File: config.mk
export PLATFORM = sky130hd
export DESIGN_NAME = ram_arb2_ctrl
export DESIGN_NICKNAME = d
export VERILOG_FILES = /design/src/rtl/ram_arb2_ctrl.sv
export SDC_FILE = /design/constraint.sdc
export NUM_CORES = 1
export LEC_CHECK = 0
export CAP_MARGIN = 40
export CORE_MARGIN = 5
export CORE_UTILIZATION = 25
export CTS_CLUSTER_DIAMETER = 60
export DETAILED_ROUTE_END_ITERATION = 8
export GPL_TIMING_DRIVEN = 0
export PLACE_DENSITY = 0.82
export SYNTH_ARGS = -nofsm -noshare
export SYNTH_HDL_FRONTEND = slang
export SYNTH_SLANG_ARGS = --single-unit
File: constraint.sdc
create_clock -name AClkH -period 3.2 [get_ports AClkH]
set_input_delay 0.64 -clock AClkH [delete_from_list [all_inputs] [get_ports AClkH]]
set_output_delay 0.64 -clock AClkH [all_outputs]
set_load 0.05 [all_outputs]
File: src/rtl/ram_arb2_ctrl.sv
// Two-requester arbiter and sequencer for a simple dual-port RAM. It uses burst-limited
// round-robin granting, drives the RAM ports, and returns read data with a per-requester valid.
//
// owner_q | meaning
// --------+------------------------------------------------------------------
// A (0)   | A holds the burst; it keeps winning ties until burst_q hits the limit
// B (1)   | B holds the burst; it keeps winning ties until burst_q hits the limit
module ram_arb2_ctrl #(
   parameter int CAddrLen  = 8,
   parameter int CDataLen  = 16,
   parameter int CBurstMax = 4
) (
   input  logic                AClkH,
   input  logic                AResetB,
   input  logic                AClkHEn,
   input  logic                AReqA,
   input  logic                AReqB,
   input  logic                AWrA,
   input  logic                AWrB,
   input  logic [CAddrLen-1:0] AAddrA,
   input  logic [CAddrLen-1:0] AAddrB,
   input  logic [CDataLen-1:0] AMosiA,
   input  logic [CDataLen-1:0] AMosiB,
   output logic                ARdyA,
   output logic                ARdyB,
   output logic                ARspValA,
   output logic                ARspValB,
   output logic [CDataLen-1:0] ARspData,
   output logic [CAddrLen-1:0] ARamAddrWr,
   output logic [CAddrLen-1:0] ARamAddrRd,
   output logic [CDataLen-1:0] ARamMosi,
   output logic                ARamWrEn,
   input  logic [CDataLen-1:0] ARamMiso
);

   localparam logic [3:0] BurstMax = 4'(CBurstMax);
   localparam logic       OwnA     = 1'b0;
   localparam logic       OwnB     = 1'b1;

   logic       owner_q, owner_d;
   logic [3:0] burst_q, burst_d;
   logic       rsp_a_q, rsp_a_d;
   logic       rsp_b_q, rsp_b_d;

   logic burst_full;
   logic pick_a, pick_b;
   logic grant_a, grant_b, grant_any;
   logic grant_who;

   // Tie-break: the owner keeps the port until its burst is exhausted, then the other side wins.
   assign burst_full = (burst_q >= BurstMax);
   assign pick_a     = AReqA & (~AReqB
                              | ((owner_q == OwnA) & ~burst_full)
                              | ((owner_q == OwnB) &  burst_full));
   assign pick_b     = AReqB & ~pick_a;
   assign grant_a    = AClkHEn & pick_a;
   assign grant_b    = AClkHEn & pick_b;
   assign grant_any  = grant_a | grant_b;
   assign grant_who  = grant_b ? OwnB : OwnA;

   always_ff @(posedge AClkH or negedge AResetB) begin
      if (!AResetB) begin
         owner_q <= OwnA;
         burst_q <= '0;
         rsp_a_q <= 1'b0;
         rsp_b_q <= 1'b0;
      end else if (AClkHEn) begin
         owner_q <= owner_d;
         burst_q <= burst_d;
         rsp_a_q <= rsp_a_d;
         rsp_b_q <= rsp_b_d;
      end
   end

   always_comb begin
      owner_d = owner_q;
      burst_d = '0;
      rsp_a_d = grant_a & ~AWrA;
      rsp_b_d = grant_b & ~AWrB;
      if (grant_any) begin
         if (grant_who == owner_q) begin
            burst_d = burst_full ? BurstMax : 4'(burst_q + 4'd1);
         end else begin
            owner_d = grant_who;
            burst_d = 4'd1;
         end
      end
   end

   always_comb begin
      ARdyA      = grant_a;
      ARdyB      = grant_b;
      ARamAddrWr = AAddrA;
      ARamAddrRd = AAddrA;
      ARamMosi   = AMosiA;
      ARamWrEn   = (grant_a & AWrA) | (grant_b & AWrB);
      if (grant_b) begin
         ARamAddrWr = AAddrB;
         ARamAddrRd = AAddrB;
         ARamMosi   = AMosiB;
      end
      ARspValA   = rsp_a_q;
      ARspValB   = rsp_b_q;
      // The RAM holds its read address while the enable is low, so passthrough data stays valid.
      ARspData   = ARamMiso;
   end

endmodule

==> out/results.tsv, run 1 <==
stage	metric	value	unit
route	wl_per_cell	14.8	um
route	drt_iter0_markers	7	
route	remaining_drc_errors	0	
clocking	cts_tree	built	
pwr	p_seq_share	16.4	%
pwr	swShare	48.1	%
pwr	clockPowerShare	11.8	%
floorplanning	die_x	70.1	um
pwr	leakage	0.928	nW
route	vias	1098	
clocking	clk_path_buf_depth	2	
setup_path	r2r_slack	1.62	ns
timing	fin_crit_sh	96.5	%
floorplanning	initial_core_util	26.4	%
clocking	clkSlewWorstSetupHoldPaths	0.05	ns
layout	final_nets	276	
route	wl	3680	um
clocking	clock_latency	0.25	ns
global_routing	grt_remaining_overflow	0	
clocking	htreeDepth	1	
placement	portBuffers	105	
synthesis	synth.avg_cell_area	9.81	um2
clocking	cts_hold_buf	0	
setup_path	required	2.56	ns
floorplanning	std_cell_rows	21	
timing	setup_tns	0	ns
timing	hold_viol	0	
pwr	powerDensity	338	mW/mm2
global_routing	grt_pass1_vias	1138	
floorplanning	core	0.00342	mm2
timing	period_needed	3.09	ns
setup_path	cp_slowest_cell	or4b_4	
route	first_pass_iters	4	
floorplanning	die_h	70.1	um
pwr	vdd_drop_max	237	uV
route	post_drt_via_cell_ratio	4.41	
worst_hold_path	hold_path.class	reg2reg	
floorplanning	ios	124	
setup_path	rr_startpoint	owner_q	
setup_path	crit_arrival	2.45	ns
synthesis	synthCells	92	
layout	syn_to_final_growth	125	%
setup_path	cp_max_fo	10	
pwr	p_int	0.356	mW
placement	routabilityCongestion	0.733	
synthesis	yosys.cell_types.count	26	
global_routing	grt_max_degree	11	
clocking	cts_made_buffers	3	
placement	hpwl	3180	um
setup_path	start_kind	flop	
synthesis	synth-main-ff-cell	dfrtp_1	
synthesis	ys_ff_latch	7	
synthesis	ys_seq_area_share	19.4	%
clocking	root_buffer	clkbuf_4	
global_routing	antenna_found_initial	0	
flow_run	cap_viol_max_count	0	
setup_path	path_class	reg2out	
outcome	status	completed	
route	drtAntennaViolNets	0	
timing	drv_slew	0	
synthesis	synth-edff-count	0	
layout	n_antenna_cell	0	
worst_hold_path	hold_path_depth	1	
pwr	power	0.686	mW
timing	finalSetupViolations	0	
clocking	clkSinkCount	7	
synthesis	syn_area	902	um2
timing	fmax	324	MHz
synthesis	ys_top_cells_by_area	buf_4 (21%), dfrtp_1 (19%), mux2_2 (17%)	
setup_path	regToRegEndpoint	ARspValB	
synthesis	yosysWarnings	0	
setup_path	crit_chain	buf_6 > or4b_4 > o2111ai_4 > buf_8 > mux2_2 > buf_4 > clkdlybuf4s15_2	
synthesis	synth_top_area_share	20.8	%
timing	rsz0062_at_grt	false	
worst_hold_path	min_delay_worst_endpoint	ARspValB	
setup_path	ff2ff_path_depth	5	
global_routing	track_usage	14.5	%
pwr	power_frac_comb	71.8	%
setup_path	critPathMaxStageDelay	0.49	ns
synthesis	synth_top_area_cell	buf_4	
synthesis	synth.most_common_cell	buf_4	
synthesis	synth_common_cells	buf_4 (25), mux2_2 (14), mux2_1 (10)	
global_routing	grt_pass1_wl	5750	um
layout	drive_gt1_share	29.1	%
synthesis	synthArstFlopShare	100	%
worst_hold_path	hp-start	ARspValB	
synthesis	synthesis.nets	164	
floorplanning	die_area	0.00491	mm2
setup_path	critPathLaunch	owner_q	
pwr	p_sw	0.330	mW
timing	fin_worst_skew	0.00224	ns
timing	max_slew.worst_pin.slew	0.535	ns
timing	slew_headroom	64.5	%
setup_path	cp-end-kind	primary output	
## layout by cell type (no fill, tap or decap), drive strengths merged
cell type / instances
dlymetal6s2s: 1
buf: 30
clkdlybuf4s15: 6
inv: 4
dlygate4sd2: 27
ha: 1
clkdlybuf4s50: 70
nand2: 2
a21oi: 1
a31o: 1
nand3: 2
a211oi: 1
mux2: 24
dfrtp: 7
o21ai: 1
or4b: 1
o2111ai: 1
dlygate4sd1: 1
or3: 1
a22o: 2
o211ai: 1
nor2b: 1
a31oi: 2
clkbuf: 6
o2bb2ai: 2
mux2i: 3
nor2: 4
## critical path: cells and delay by family, from the launching register on
kind                   cells  cell delay (ns)
AOI/OAI and AO/OA          1             0.20
buffers and inverters      4             0.78
DFF                        1             0.37
muxes                      1             0.35
and+or+nand+nor            1             0.49
## sequential cells by signal, summed over array words and instances (netlist names)
register / count
burst_q: 4
ARspValA: 1
ARspValB: 1
owner_q: 1
## how the worst max path moves through the flow
stage | to | cells after the start
after floorplan | ARamWrEn | 4
after global placement | ARamWrEn | 6
after detailed placement | ARamWrEn | 6
after CTS | ARdyA | 5
after global routing | ARamAddrWr[2] | 7
final | ARamAddrWr[3] | 7
## what timing repair did
action | in CTS | in global routing
setup buffers | 0 | 2
endpoints found under the setup margin | 34 | 24
gates resized for setup | 46 | 6
## power groups by stage
stage | sequential (mW) | combinational (mW) | clock, mW
after floorplan | 0.121 | 0.327 | 0
final | 0.112 | 0.492 | 0.0812
after global placement | 0.113 | 0.513 | 0
after detailed placement | 0.113 | 0.518 | 0
after global routing | 0.114 | 0.520 | 0.0928
after CTS | 0.112 | 0.494 | 0.0861
## cell families (layout without fill, tap and decap cells)
| family | Yosys count | count (layout) | share of synthesized area [%] |
|---|---|---|---|
| AND/OR/NAND/NOR | 11 | 11 | 6.52 |
| adder cells (fa/ha/maj) | 1 | 1 | 1.39 |
| multiplexers | 27 | 27 | 33.3 |
| flip-flops | 7 | 7 | 19.4 |
| AO/OA/AOI/OAI | 12 | 12 | 11.9 |
| buffers and inverters | 34 | 145 | 27.5 |
## metal layers
metal | part of all wire (%) | vias to the layer above | wire (um) | global-route usage (%)
li1 | - | 523 | - | -
met1 | 41 | 495 | 1490 | 16.0
met2 | 49 | 74 | 1800 | 26.4
met3 | 9.0 | 6 | 331 | 4.59
met4 | 1.5 | 0 | 54 | 4.04
met5 | 0 | - | 0 | 0
## final cells by class
class	instances	area (um2)
fillers	320	1390
inverters	4	15.0
plain buffers	30	234
well taps	46	57.6
clock buffers	4	26.3
repair buffers	107	1040
flip-flops and latches	7	175
multi-input cells	51	482
## metrics by stage
step | worst slack, ns | hold slack, ns | std cells | util, % | area (um2)
6_report | 0.111 | 0.489 | 249 | 59.5 | 2030
5_1_grt | 0.0135 | 0.519 | 249 | 59.5 | 2030
4_1_cts | 0.0168 | 0.494 | 247 | 58.8 | 2010
3_5_place_dp | -0.399 | 0.474 | 243 | 58.9 | 2010
3_3_place_gp | -0.395 | 0.477 | 243 | 58.9 | 2010
2_1_floorplan | 0.0943 | 0.344 | 92 | - | 902
No activity file was read; power rests on OpenSTA's default activity.
==> inputs of run 2 (changes only) <==
--- a/config.mk
+++ b/config.mk
@@ -12,6 +12,7 @@
 export DETAILED_ROUTE_END_ITERATION = 8
 export GPL_TIMING_DRIVEN = 0
 export PLACE_DENSITY = 0.82
+export SLEW_MARGIN = 20
 export SYNTH_ARGS = -nofsm -noshare
 export SYNTH_HDL_FRONTEND = slang
 export SYNTH_SLANG_ARGS = --single-unit
==> results of run 2 <==
Final layout, timing and power as in run 1 (identical DEF).
==> inputs of run 3 (changes only) <==
--- a/config.mk
+++ b/config.mk
@@ -7,11 +7,11 @@
 export LEC_CHECK = 0
 export CAP_MARGIN = 40
 export CORE_MARGIN = 5
-export CORE_UTILIZATION = 25
+export CORE_UTILIZATION = 22
 export CTS_CLUSTER_DIAMETER = 60
 export DETAILED_ROUTE_END_ITERATION = 8
 export GPL_TIMING_DRIVEN = 0
-export PLACE_DENSITY = 0.82
+export PLACE_DENSITY = 0.77
 export SLEW_MARGIN = 20
 export SYNTH_ARGS = -nofsm -noshare
 export SYNTH_HDL_FRONTEND = slang
==> constraint.sdc (replaced) <==
create_clock -name AClkH -period 2.8 [get_ports AClkH]
set_input_delay 0.56 -clock AClkH [delete_from_list [all_inputs] [get_ports AClkH]]
set_output_delay 0.56 -clock AClkH [all_outputs]
set_load 0.05 [all_outputs]
==> out/results.tsv, run 3 (synthesis gave the netlist of run 1 again) <==
stage	metric	value	unit
layout	fin_area	0.00201	mm2
setup_path	critPathLaunch	owner_q	
setup_path	r2r_slack	1.12	ns
global_routing	grt_pass1_vias	1098	
setup_path	required	2.24	ns
floorplanning	die_area	0.00548	mm2
route	drt_iter0_markers	5	
layout	top_register	burst_q	
placement	post-place-cells	247	
floorplanning	initial_core_util	22.6	%
placement	dp_slack	-0.598	ns
timing	fin_ws	0.00408	ns
layout	final_cells	255	
setup_path	start_kind	flop	
outcome	status	completed	
timing	fmax	358	MHz
clocking	clkSinkCount	7	
timing	rsz0062_at_grt	true	
floorplanning	die_x	74.0	um
setup_path	ff2ff_path_depth	6	
route	drtAntennaViolNets	0	
setup_path	cp_common_cell	buf_6	
timing	finalSetupViolations	0	
layout	largest_register_ffs	4	
floorplanning	core	0.00400	mm2
setup_path	critPathBufInv	4	
layout	n_antenna_cell	0	
setup_path	regToRegEndpoint	ARspValB	
timing	holdWs	0.489	ns
layout	final_cell_mix	clkdlybuf4s50_1 (70), buf_4 (28), buf_2 (22)	
clocking	clock_latency	0.23	ns
layout	final_nets	278	
timing	slew_headroom	65.9	%
setup_path	rr_startpoint	owner_q	
pwr	powerDensity	418	mW/mm2
setup_path	endpoint	ARamAddrWr[4]	
setup_path	crit_chain	buf_6 > or4b_4 > o2111ai_4 > buf_8 > mux2_2 > buf_4 > buf_6	
setup_path	cp-end-kind	primary output	
floorplanning	die_h	74.0	um
clocking	clkSlewWorstSetupHoldPaths	0.04	ns
setup_path	path_class	reg2out	
pwr	power	0.841	mW
floorplanning	ios	124	
timing	max_slew.worst_pin.slew	0.509	ns
setup_path	critPathMaxStageDelay	0.49	ns
placement	place_area	0.00202	mm2
global_routing	grt_remaining_overflow	0	
route	remaining_drc_errors	0	
setup_path	worst-path-stages	7	
worst_hold_path	hold_path.class	reg2reg	
placement	portBuffers	105	
layout	fillers	389	
flow_run	cap_viol_max_count	0	
clocking	root_buffer	clkbuf_8	
setup_path	cp_top_family	buffers and inverters	
route	post_drt_via_cell_ratio	4.20	
global_routing	track_usage	11.1	%
setup_path	cp_max_fo	10	
placement	hpwl	2970	um
layout	syn_to_final_growth	123	%
timing	setup_tns	0	ns
clocking	clk_path_buf_depth	2	
route	wl	3430	um
clocking	htreeDepth	1	
route	wl_per_cell	13.5	um
timing	period_needed	2.80	ns
floorplanning	std_cell_rows	23	
global_routing	grt_pass1_wl	4910	um
clocking	cts_made_buffers	3	
layout	final_core_util	50.3	%
placement	routabilityCongestion	0.664	
setup_path	crit_arrival	2.24	ns
setup_path	cp_slowest_cell	or4b_4	
clocking	cts_hold_buf	0	
global_routing	antenna_found_initial	0	
global_routing	grt_max_degree	11	
pwr	vdd_drop_max	354	uV
timing	hold_viol	0	
timing	fin_worst_skew	0.00540	ns
pwr	leakage	0.914	nW
route	vias	1071	
layout	final_common_cell	clkdlybuf4s50_1	
route	first_pass_iters	3	
layout	drive_gt1_share	43.9	%
timing	drv_slew	0	
clocking	cts_tree	built	
timing	fin_crit_sh	99.9	%
==> run 3: changes by cell type in the layout (fill, tap and decap cells not counted) <==
cell	before	now
a31oi_1	2	1
a31oi_2	0	1
buf_12	0	1
buf_2	0	22
buf_4	27	28
buf_6	2	9
clkbuf_2	1	2
clkbuf_4	3	0
clkbuf_8	0	3
clkdlybuf4s15_2	6	4
dlygate4sd1_1	1	0
dlygate4sd2_1	27	1
dlymetal6s2s_1	1	0
==> run 3: worst min-delay path by stage <==
stage | slack (ns) | endpoint | cells past startpoint | start
final | 0.49 | burst_q[1] | 1 | burst_q[1]
after CTS | 0.50 | burst_q[1] | 1 | burst_q[1]
after global routing | 0.51 | ARspValB | 1 | ARspValB
after detailed placement | 0.48 | ARspValB | 1 | ARspValB
after floorplan | 0.26 | ARspValA | 0 | AResetB
after global placement | 0.48 | burst_q[1] | 1 | burst_q[1]
==> run 3: report_power, final <==
group / internal, mW / switching, mW / total, mW
logic: 0.241 / 0.330 / 0.571
clock network: 0.0984 / 0.0426 / 0.141
registers: 0.118 / 0.0110 / 0.129
==> run 3: final cells by class <==
class                   count  area, um2  area share [%]
plain buffers              30        234            11.6
clock buffers               4       45.0            2.24
inverters                   4       15.0           0.747
multi-input cells          51        488            24.3
flip-flops and latches      7        175            8.71
well taps                  50       62.6            3.11
repair buffers            109        991            49.3
==> run 3: what timing repair did <==
item	CTS	global route
hold endpoints to repair	0	0
endpoints found under the setup margin	35	13
resized for setup	171	6
setup buffers	2	2
==> run 3: routing by layer <==
layer | global-route usage, % | part of all wire (%)
met1 | 11.3 | 33
met2 | 21.3 | 50
met3 | 5.14 | 16
met4 | 1.21 | 0
met5 | 0 | 0
==> run 3: worst register-to-register path: stages, from the launching register on <==
cell       delay (ns)
dfrtp_1          0.37
buf_6            0.13
or4b_4           0.49
o2111ai_4        0.19
buf_8            0.20
buf_4            0.12
o2bb2ai_1        0.06
